### src/rtl/usb_tx_pkg.sv
// Shared definitions for the USB transmit sequencer.
//   - FSM state encodings (legacy-style localparam constants)
//   - STUFF_LIMIT: the number of consecutive 1s after which a 0 is stuffed
//   - SYNC_DEFAULT: the default SYNC byte, sent LSB first
package usb_tx_pkg;

  localparam logic [2:0] S_IDLE  = 3'd0;
  localparam logic [2:0] S_SYNC  = 3'd1;
  localparam logic [2:0] S_DATA  = 3'd2;
  localparam logic [2:0] S_STUFF = 3'd3;
  localparam logic [2:0] S_ABORT = 3'd4;
  localparam logic [2:0] S_GAP   = 3'd5;

  localparam int         STUFF_LIMIT  = 6;
  localparam logic [7:0] SYNC_DEFAULT = 8'h80;

endpackage

### src/rtl/usb_tx_if.sv
// Byte-stream-in / serial-out bundle for the USB transmit sequencer.
//   slave  : the sequencer (takes bytes, drives serial and status)
//   master : the packet source plus the serial consumer
interface usb_tx_if;
  logic       tx_start;
  logic [7:0] tx_byte;
  logic       tx_byte_valid;
  logic       tx_last;
  logic       tx_byte_ready;
  logic       tx_serial_data;
  logic       tx_data_valid;
  logic       tx_busy;
  logic       tx_underrun;

  modport slave (
    input  tx_start, tx_byte, tx_byte_valid, tx_last,
    output tx_byte_ready, tx_serial_data, tx_data_valid, tx_busy, tx_underrun
  );

  modport master (
    output tx_start, tx_byte, tx_byte_valid, tx_last,
    input  tx_byte_ready, tx_serial_data, tx_data_valid, tx_busy, tx_underrun
  );
endinterface

### src/rtl/usb_bit_stuff.sv
// Bit-stuffing tracker.
//   gclk, reset_l : clock, async active-low reset
//   clr           : clears the run of ones (packet start)
//   emit          : a bit is on the wire this cycle
//   bit_in        : the bit on the wire
//   stuff_next    : this bit completes a run of STUFF_LIMIT ones, so the
//                   next cycle must carry a stuffed 0
module usb_bit_stuff
  import usb_tx_pkg::*;
(
  input  logic gclk,
  input  logic reset_l,
  input  logic clr,
  input  logic emit,
  input  logic bit_in,
  output logic stuff_next
);

  logic [2:0] ones_cnt;

  always_ff @(posedge gclk or negedge reset_l) begin
    if (!reset_l)         ones_cnt <= 3'd0;
    else if (clr)         ones_cnt <= 3'd0;
    else if (emit)        ones_cnt <= bit_in ? ones_cnt + 3'd1 : 3'd0;
  end

  // Look at the count before this bit: it is the sixth 1 if count is 5.
  assign stuff_next = emit && bit_in && (ones_cnt == 3'(STUFF_LIMIT - 1));

endmodule

### src/rtl/usb_tx_seq.sv
// USB 2.0 transmit sequencer: SYNC, LSB-first byte serialization, bit
// stuffing, EOP trigger (tx_data_valid fall) and inter-packet gap.
//   gclk, reset_l : one bit time per clock, async active-low reset
//   bus (slave)   : tx_start/tx_byte/tx_byte_valid/tx_last in,
//                   tx_byte_ready/tx_serial_data/tx_data_valid/
//                   tx_busy/tx_underrun out
// The state register always describes the bit currently on the wire;
// tx_serial_data/tx_data_valid/tx_busy/tx_underrun are flops, and
// tx_byte_ready is a decode of flops only.
module usb_tx_seq
  import usb_tx_pkg::*;
#(
  parameter logic [7:0] SYNC_PATTERN = SYNC_DEFAULT,
  parameter int         GAP_CYCLES   = 2
) (
  input  logic     gclk,
  input  logic     reset_l,
  usb_tx_if.slave  bus
);

  localparam int GW = (GAP_CYCLES > 1) ? $clog2(GAP_CYCLES) : 1;

  logic [2:0]    state, state_d;
  logic [2:0]    bit_cnt, bit_cnt_d;
  logic [7:0]    shreg, shreg_d;
  logic          last_r, last_d;
  logic [GW-1:0] gap_cnt, gap_d;
  logic          ser_q, ser_d;
  logic          vld_q, vld_d;
  logic          busy_q, busy_d;
  logic          und_q, und_d;
  logic          stuff_next;
  logic          start_acc;
  logic          byte_end;

  assign start_acc = (state == S_IDLE) && bus.tx_start;

  usb_bit_stuff u_stuff (
    .gclk       (gclk),
    .reset_l    (reset_l),
    .clr        (start_acc),
    .emit       (vld_q),
    .bit_in     (ser_q),
    .stuff_next (stuff_next)
  );

  // Ready in the last cycle before the next byte's bit 0 would go out:
  // last SYNC bit, bit 7 with no stuff pending, or the stuff after bit 7.
  always_comb begin
    bus.tx_byte_ready = 1'b0;
    if (bit_cnt == 3'd7) begin
      if (state == S_SYNC)
        bus.tx_byte_ready = 1'b1;
      else if (!last_r && ((state == S_DATA && !stuff_next) || state == S_STUFF))
        bus.tx_byte_ready = 1'b1;
    end
  end

  always_comb begin
    state_d   = state;
    bit_cnt_d = bit_cnt;
    shreg_d   = shreg;
    last_d    = last_r;
    gap_d     = gap_cnt;
    ser_d     = ser_q;
    vld_d     = vld_q;
    busy_d    = busy_q;
    und_d     = 1'b0;
    byte_end  = 1'b0;
    case (state)
      S_IDLE: if (bus.tx_start) begin
        state_d   = S_SYNC;
        bit_cnt_d = 3'd0;
        ser_d     = SYNC_PATTERN[0];
        vld_d     = 1'b1;
        busy_d    = 1'b1;
        last_d    = 1'b0;
      end
      S_SYNC: begin
        if (bit_cnt != 3'd7) begin
          bit_cnt_d = bit_cnt + 3'd1;
          ser_d     = SYNC_PATTERN[bit_cnt + 3'd1];
        end else byte_end = 1'b1;
      end
      S_DATA: begin
        if (stuff_next) begin
          // shift register and bit_cnt hold across the stuffed 0
          state_d = S_STUFF;
          ser_d   = 1'b0;
        end else if (bit_cnt != 3'd7) begin
          bit_cnt_d = bit_cnt + 3'd1;
          shreg_d   = shreg >> 1;
          ser_d     = shreg[1];
        end else byte_end = 1'b1;
      end
      S_STUFF: begin
        if (bit_cnt != 3'd7) begin
          state_d   = S_DATA;
          bit_cnt_d = bit_cnt + 3'd1;
          shreg_d   = shreg >> 1;
          ser_d     = shreg[1];
        end else byte_end = 1'b1;
      end
      S_ABORT: begin
        state_d = S_GAP;
        vld_d   = 1'b0;
        ser_d   = 1'b0;
        gap_d   = '0;
      end
      S_GAP: begin
        if (gap_cnt == GW'(GAP_CYCLES - 1)) begin
          state_d = S_IDLE;
          busy_d  = 1'b0;
        end else gap_d = gap_cnt + 1'b1;
      end
      default: begin
        state_d = S_IDLE;
        vld_d   = 1'b0;
        busy_d  = 1'b0;
        ser_d   = 1'b0;
      end
    endcase
    // Byte boundary: either finish the packet, load the next byte, or abort.
    if (byte_end) begin
      if (last_r) begin
        state_d = S_GAP;
        vld_d   = 1'b0;
        ser_d   = 1'b0;
        gap_d   = '0;
      end else if (bus.tx_byte_valid) begin
        state_d   = S_DATA;
        bit_cnt_d = 3'd0;
        shreg_d   = bus.tx_byte;
        ser_d     = bus.tx_byte[0];
        last_d    = bus.tx_last;
      end else begin
        // valid stays high one more cycle, then the fall makes the EOP
        state_d = S_ABORT;
        ser_d   = 1'b0;
        und_d   = 1'b1;
      end
    end
  end

  always_ff @(posedge gclk or negedge reset_l) begin
    if (!reset_l) begin
      state   <= S_IDLE;
      bit_cnt <= 3'd0;
      shreg   <= 8'd0;
      last_r  <= 1'b0;
      gap_cnt <= '0;
      ser_q   <= 1'b0;
      vld_q   <= 1'b0;
      busy_q  <= 1'b0;
      und_q   <= 1'b0;
    end else begin
      state   <= state_d;
      bit_cnt <= bit_cnt_d;
      shreg   <= shreg_d;
      last_r  <= last_d;
      gap_cnt <= gap_d;
      ser_q   <= ser_d;
      vld_q   <= vld_d;
      busy_q  <= busy_d;
      und_q   <= und_d;
    end
  end

  assign bus.tx_serial_data = ser_q;
  assign bus.tx_data_valid  = vld_q;
  assign bus.tx_busy        = busy_q;
  assign bus.tx_underrun    = und_q;

endmodule

### src/flat_wrapper.sv
// flat-port wrapper written by rule: the top's interface ports become plain ports
module usb_tx_seq_flat import usb_tx_pkg::*;
#(
  parameter logic [7:0] SYNC_PATTERN = SYNC_DEFAULT,
  parameter int         GAP_CYCLES   = 2
)
  (gclk, reset_l, bus_tx_start, bus_tx_byte, bus_tx_byte_valid, bus_tx_last, bus_tx_byte_ready, bus_tx_serial_data, bus_tx_data_valid, bus_tx_busy, bus_tx_underrun);
  usb_tx_if bus_i ();
  input  logic gclk;
  input  logic reset_l;
  input wire logic [$bits(bus_i.tx_start)-1:0] bus_tx_start;
  input wire logic [$bits(bus_i.tx_byte)-1:0] bus_tx_byte;
  input wire logic [$bits(bus_i.tx_byte_valid)-1:0] bus_tx_byte_valid;
  input wire logic [$bits(bus_i.tx_last)-1:0] bus_tx_last;
  output wire logic [$bits(bus_i.tx_byte_ready)-1:0] bus_tx_byte_ready;
  output wire logic [$bits(bus_i.tx_serial_data)-1:0] bus_tx_serial_data;
  output wire logic [$bits(bus_i.tx_data_valid)-1:0] bus_tx_data_valid;
  output wire logic [$bits(bus_i.tx_busy)-1:0] bus_tx_busy;
  output wire logic [$bits(bus_i.tx_underrun)-1:0] bus_tx_underrun;
  assign bus_i.tx_start = bus_tx_start;
  assign bus_i.tx_byte = bus_tx_byte;
  assign bus_i.tx_byte_valid = bus_tx_byte_valid;
  assign bus_i.tx_last = bus_tx_last;
  assign bus_tx_byte_ready = bus_i.tx_byte_ready;
  assign bus_tx_serial_data = bus_i.tx_serial_data;
  assign bus_tx_data_valid = bus_i.tx_data_valid;
  assign bus_tx_busy = bus_i.tx_busy;
  assign bus_tx_underrun = bus_i.tx_underrun;
  usb_tx_seq #(.SYNC_PATTERN(SYNC_PATTERN), .GAP_CYCLES(GAP_CYCLES)) u_core (.gclk(gclk), .reset_l(reset_l), .bus(bus_i));
endmodule
### config.mk
export PLATFORM = sky130hd
export DESIGN_NAME = usb_tx_seq_flat
export DESIGN_NICKNAME = d
export VERILOG_FILES = /design/src/rtl/usb_tx_pkg.sv /design/src/rtl/usb_tx_if.sv /design/src/rtl/usb_bit_stuff.sv /design/src/rtl/usb_tx_seq.sv /design/src/flat_wrapper.sv
export SDC_FILE = /design/constraint.sdc
export NUM_CORES = 1
export LEC_CHECK = 0
export BUFFER_PORTS_ARGS = -buffer_cell sky130_fd_sc_hd__buf_2
export CAP_MARGIN = 0
export CORE_MARGIN = 8
export CORE_UTILIZATION = 55
export CTS_BUF_LIST = sky130_fd_sc_hd__clkbuf_2
export DETAILED_ROUTE_END_ITERATION = 12
export MAX_ROUTING_LAYER = met4
export PLACE_DENSITY = 0.82
export SYNTH_ARGS = -nofsm -noshare
export SYNTH_HDL_FRONTEND = slang
export SYNTH_SLANG_ARGS = --single-unit
### constraint.sdc
create_clock -name gclk -period 2 [get_ports gclk]
set_clock_uncertainty 0.05 [all_clocks]
set_input_delay 0 -clock gclk [delete_from_list [all_inputs] [get_ports gclk]]
set_output_delay 0 -clock gclk [all_outputs]
set_load 0.01 [all_outputs]
Yosys cells after proc, flatten, opt, wreduce, memory -nomap -nowiden
Memory sizes are Yosys's and may differ from the RTL's.
Cells that the tools add are included.
Cells by class
  magnitude comparators: 1
  bitwise logic cells: 1
  multipliers: 0
  reductions and logical operators: 16
  shift-type cells: 0
  $add $sub $neg: 3
  equality and inequality tests: 17
  muxes and demuxes: 58
  div/mod/pow operators: 0
Operator list (count)
  3-bit 2-to-1 mux: 16
  8-bit 2-to-1 mux: 5
  1-bit 2-to-1 mux: 29
  3-bit case mux with 6 select lines: 1
  8-bit case mux with 2 select lines: 1
  3-bit == test (second input constant): 4
  3-bit by 2-bit != test with 1-bit output (second input constant): 3
  3-bit case mux with 3 select lines: 1
  4-bit OR reduction: 2
  3-bit by 1-bit adder with 3-bit output (second input constant): 2
  3-bit by 2-bit == test with 1-bit output (second input constant): 2
  2-bit by 1-bit != test with 1-bit output (second input constant): 3
  3-bit by 1-bit != test with 1-bit output (second input constant): 2
  1-bit case mux with 2 select lines: 3
  3-bit AND reduction: 2
  1-bit logical AND: 5
  1-bit case mux with 5 select lines: 1
  5-bit AND reduction: 1
  3-bit by 4-bit < comparator with 1-bit output (second input constant): 1
  3-bit by 1-bit == test with 1-bit output (second input constant): 1
  3-bit logical NOT: 1
  3-bit != test (second input constant): 1
  1-bit case mux with 3 select lines: 1
  1-bit logical NOT: 2
  6 further kinds: 6
Storage, ports and cells
  register bits after elaboration: 23
  bits of input ports: 13
  output and inout port bits: 5
  latch bits: 0
  RAM bits: 0
  memory bits (read-only): 8
  memories: 1
Memories
  (name not given): depth 8, width 1, rd ports 1, clocked after memory_dff 0, wr ports 0, line usb_tx_seq.sv:82  | ser_d = SYNC_PATTERN[bit_cnt + 3'd1];

Logic depth before layout (Yosys ltp)
  word-level depth: 9
  gate-level depth with buffers: 7
  mapped depth without buffers: 7

Cells and area by module
From an unflattened synthesis, not the netlist that was laid out.
Second synthesis, totals
  cell total of the unflattened synthesis: 136
  area, all modules: 1343.8 µm²
By module, submodules not included
  usb_tx_seq: area each 1163.6 µm², sequential area each 475.5 µm², cells an instance 119, instances 1
  usb_bit_stuff: area each 180.2 µm², sequential area each 75.1 µm², cells an instance 17, instances 1

Worst setup path before layout
OpenSTA, ideal clock, no wires.
  path kind: register to register
  start: reg u_core.bit_cnt[0]
  end: reg u_core.shreg[6]
  required time: 1825 ps
  path buffers: 0
  slack: 199 ps
  arrival: 1627 ps
  setup time: 125 ps
  stages on the path, launching flop included: 7
  cell sequence: dfrtp_1 -> ha_1 -> ha_1 -> nor3b_2 -> o21ai_1 -> mux2_2 -> mux2_2
On the way
  cells in the longest elaborated chain, start to end: 7
  elaborated cells on any way between the ends: 10
  classes of those cells: eq/ne: 1; mux: 9
RTL lines
  start, declared: line usb_tx_seq.sv:24  | logic [2:0] bit_cnt, bit_cnt_d;
  start signal, assigned: line usb_tx_seq.sv:158  | bit_cnt <= bit_cnt_d;
  3-bit != test (*): line usb_tx_seq.sv:80, usb_tx_seq.sv:90, usb_tx_seq.sv:97
  8-bit 2-to-1 mux: line usb_tx_seq.sv:90, usb_tx_seq.sv:97
  8-bit 2-to-1 mux: line usb_tx_seq.sv:86  | if (stuff_next) begin
  8-bit case mux with 2 select lines: line usb_tx_seq.sv:70  | case (state)
  8-bit 2-to-1 mux: line usb_tx_seq.sv:130  | end else if (bus.tx_byte_valid) begin
  8-bit 2-to-1 mux: line usb_tx_seq.sv:125  | if (last_r) begin
  8-bit 2-to-1 mux (*): line usb_tx_seq.sv:124  | if (byte_end) begin
  named net u_core.shreg_d[6]: line usb_tx_seq.sv:25  | logic [7:0] shreg, shreg_d;
  end signal, assigned: line usb_tx_seq.sv:159  | shreg <= shreg_d;
  end, declared: line usb_tx_seq.sv:25
Mark *: on every way through the listed nets, which the timed path passes. The rest lies on a longest branch.
A chain may end at the register's enable or synchronous reset.

Final worst setup path
  start: reg u_core.bit_cnt[1]
  end: reg u_core.shreg[6]
Same word-level chain as after synthesis.

==> results.md <==
- Result of the run: finished clean
- Width of the die: 65.2 um
- Period Utilization, post-route: between 90% and 100%
- Clock Pin Slew Worst Setup and Hold Paths: about 0.21 ns
- GRT overflow: 0
- Path class of the lowest-slack min-delay path: in -> reg
- Filler cells: between 150 and 200
- Count of pins over their slew limit: 0
- Worst slew slack as a fraction of its limit: 67.1%
- Type of destination of the critical path: flop
- I/O pins: 18
- Number of optimization iterations in the first detailed-route pass: 4
- Post-synthesis cell area: 0.00133 mm^2
- Buffer depth of the longest clock path: 2
- Number of hold violations in the final report: 0
- Overall die area: 0.00426 mm^2
- Diodes inserted: 0
- Wire length of the first global-routing pass: around 5000 um
- Min cycle time layout: about 1.9 ns
- Starting density of the core: between 50 and 60%
- Seq/Total Area, Yosys: between 40% and 50%
- Vias per cell: approximately 5.7
- Area taken by flip-flops and latches: 551 um^2
- Global-route total usage across every layer: about 15%
- Initial antenna violation count: 0
- Vertical extent of the die: about 65 um
- P_sw: approximately 0.83 mW
- Clock tree from TritonCTS: yes
- Area of the core: roughly 0.0024 mm^2
- Num rows: 18
- Startpoint types: flop
- Internal power component: 1.14 mW
- Number of synthesized register bits: 22
- Worst setup path category: reg -> reg
- Static Leakage: ~0.77 nW
- Largest net degree at the start of global routing: 23
- Vias in the first global route: ~1200
- CTS sink count: 22
- Layout net count: about 190
- Ys async rst share: between 90% and 100%
- Initial DRC count: 32
- Number of warning messages in the yosys log: 0
- Area Growth Syn to Fin: 21.2%
- Worst-case setup margin in the final layout: between 0.06 and 0.07 ns
- Post-DP HPWL: 2120 um
- Multi-input combinational cell area: 706 um^2
- Worst-case register-to-register setup slack: about 0.064 ns
- Summed negative setup slack over all endpoints: 0 ns
- Pin slew with the least headroom to its limit: 0.494 ns
- Clock root buffer: sky130_fd_sc_hd__clkbuf_2
- Total of max-cap violations: 0
- Count of nets left with antenna violations after detail routing: 0
- Max Fclk: 516 MHz
- Clock power share: 8.7%
- Power density over cell area: about 1200 mW/mm^2
- Main synth FF type: sky130_fd_sc_hd__dfrtp_1
- EDFF count, synth: 0
- Per-cell routed wire length: roughly 15 um
- Overall via count from detail_route: 1128
- Fraction of layout cells with a size suffix above 1: a little over a quarter
- Synth Net Count: 155
- Total of endpoints with negative setup slack in the final report: 0
- Most frequent cells in the layout: sky130_fd_sc_hd__dfrtp_1 (22), sky130_fd_sc_hd__buf_2 (17), sky130_fd_sc_hd__o21ai_0 (12), sky130_fd_sc_hd__dlygate4sd3_1 (11)
- DR DRC count: 0
- Combinational fraction of design power: between 50% and 60%
- Worst-Skew Late Latency: ~0.32 ns
- Post-synthesis cell type count: 41
- Utilization after layout: 67.7%
- Required time of the worst setup path: around 2.2 ns
- Sequential fraction of design power: between 30% and 40%
- Synthesized area per cell: just under 10 um^2
- Overall routed net length: around 3000 um
- Synthesized instance count: ~140
- Routability Congestion: about 0.84
- Number of port buffers: 17
- Setup slack at placement: about 0.16 ns
- Worst supply voltage drop on vdd: 767 uV
- Total CTS buffers: 3
- Fraction of power spent switching nets: 42.3%
- Most common cell after layout, fill and taps aside: sky130_fd_sc_hd__dfrtp_1
- Maximum level of the CTS H-tree: 1
- Critical path arrival: around 2.1 ns
- Maximum fanout encountered on the critical timing path: 8
## routing by layer
| layer | GRT usage, % | vias to the layer above | share of wire, % |
|---|---|---|---|
| met4 | 7.63 | 0 | 1.4 |
| met5 | - | - | 0 |
| met2 | 24.6 | 32 | 50 |
| li1 | - | 549 | - |
| met3 | 2.04 | 6 | 3.9 |
| met1 | 17.9 | 541 | 45 |
## final cells by class
cell class | count | share of cell area, %
clock buffers | 3 | 0.929
well taps | 30 | 2.32
multi-input cells | 96 | 43.7
inverters | 10 | 2.32
repair buffers | 38 | 16.7
flip-flops and latches | 22 | 34.1
## Yosys cell counts (3+ instances only)
library cell | n | area share (%)
sky130_fd_sc_hd__dfrtp_1 | 22 | 41
sky130_fd_sc_hd__o21ai_0 | 12 | 4.5
sky130_fd_sc_hd__inv_1 | 10 | 2.8
sky130_fd_sc_hd__a21oi_1 | 9 | 3.4
sky130_fd_sc_hd__nand2_1 | 9 | 2.5
sky130_fd_sc_hd__nand3_1 | 8 | 3.0
sky130_fd_sc_hd__ha_1 | 7 | 6.6
sky130_fd_sc_hd__mux2i_1 | 6 | 4.5
sky130_fd_sc_hd__nor2_1 | 6 | 1.7
sky130_fd_sc_hd__mux2_2 | 3 | 2.5
sky130_fd_sc_hd__nand2b_1 | 3 | 1.4
## flip-flops by register name, indices dropped and copies added (netlist names)
register,count
u_core.bus.tx_busy,1
u_core.state,3
u_core.shreg,7
u_core.bit_cnt,3
u_core.bus.tx_data_valid,1
u_core.u_stuff.ones_cnt,3
u_core.last_r,1
u_core.bus.tx_serial_data,1
u_core.gap_cnt,1
u_core.bus.tx_underrun,1
## timing repair
item                                    CTS  global route
endpoints found under the setup margin    0             1
buffers inserted                          0             3
gates resized for setup                   0             3
hold buffers                             11             0
endpoints found under the hold margin    32             0
## per-stage QoR
stage / power (mW) / hold slack [ns] / instances / instance area [um^2]
floorplan: 1.48 / -0.346 / 135 / 1330
global placement: 1.68 / -0.0645 / 182 / 1460
detailed placement: 1.73 / -0.0577 / 182 / 1460
CTS: 1.92 / 0.0162 / 196 / 1590
global route: 2.12 / 0.0351 / 199 / 1620
finish: 1.97 / 0.0355 / 199 / 1620
## path summary, 6_finish.rpt
check                                  start                         to  cells past startpoint
max in group asynchronous            reset_l            u_core.shreg[2]                      2
setup / recovery           u_core.bit_cnt[1]            u_core.shreg[6]                      7
min in group asynchronous            reset_l     u_core.bus.tx_underrun                      2
setup reg to reg           u_core.bit_cnt[1]            u_core.shreg[6]                      7
hold / removal                  bus_tx_start  u_core.bus.tx_serial_data                      4
hold reg to reg              u_core.shreg[7]            u_core.shreg[7]                      2
## critical path, cell delays in order, from the launching register on
cell                       delay (ns)
sky130_fd_sc_hd__dfrtp_1         0.43
sky130_fd_sc_hd__ha_2            0.23
sky130_fd_sc_hd__ha_2            0.20
sky130_fd_sc_hd__nand3b_1        0.12
sky130_fd_sc_hd__o22ai_4         0.26
sky130_fd_sc_hd__buf_4           0.18
sky130_fd_sc_hd__nand2_1         0.08
sky130_fd_sc_hd__mux2_2          0.28
## power groups by stage
stage,combinational (mW),sequential [mW],clock [mW]
3_5_place_dp,0.943,0.789,0
4_1_cts,0.965,0.777,0.178
6_report,1.01,0.786,0.172
5_1_grt,1.12,0.805,0.190
2_1_floorplan,0.740,0.736,0
3_3_place_gp,0.902,0.779,0
## logic make-up (layout without fill, tap and decap cells)
| logic type | after synthesis | in the layout | share of synthesized area [%] |
|---|---|---|---|
| adder cells (fa/ha/maj) | 7 | 7 | 6.57 |
| flip-flops | 22 | 22 | 41.3 |
| AO/OA/AOI/OAI | 39 | 39 | 20.6 |
| buffers and inverters | 17 | 51 | 6.38 |
| AND/OR/NAND/NOR | 41 | 41 | 18.1 |
| multiplexers | 9 | 9 | 7.04 |
Power figures use the tool's default switching activity.
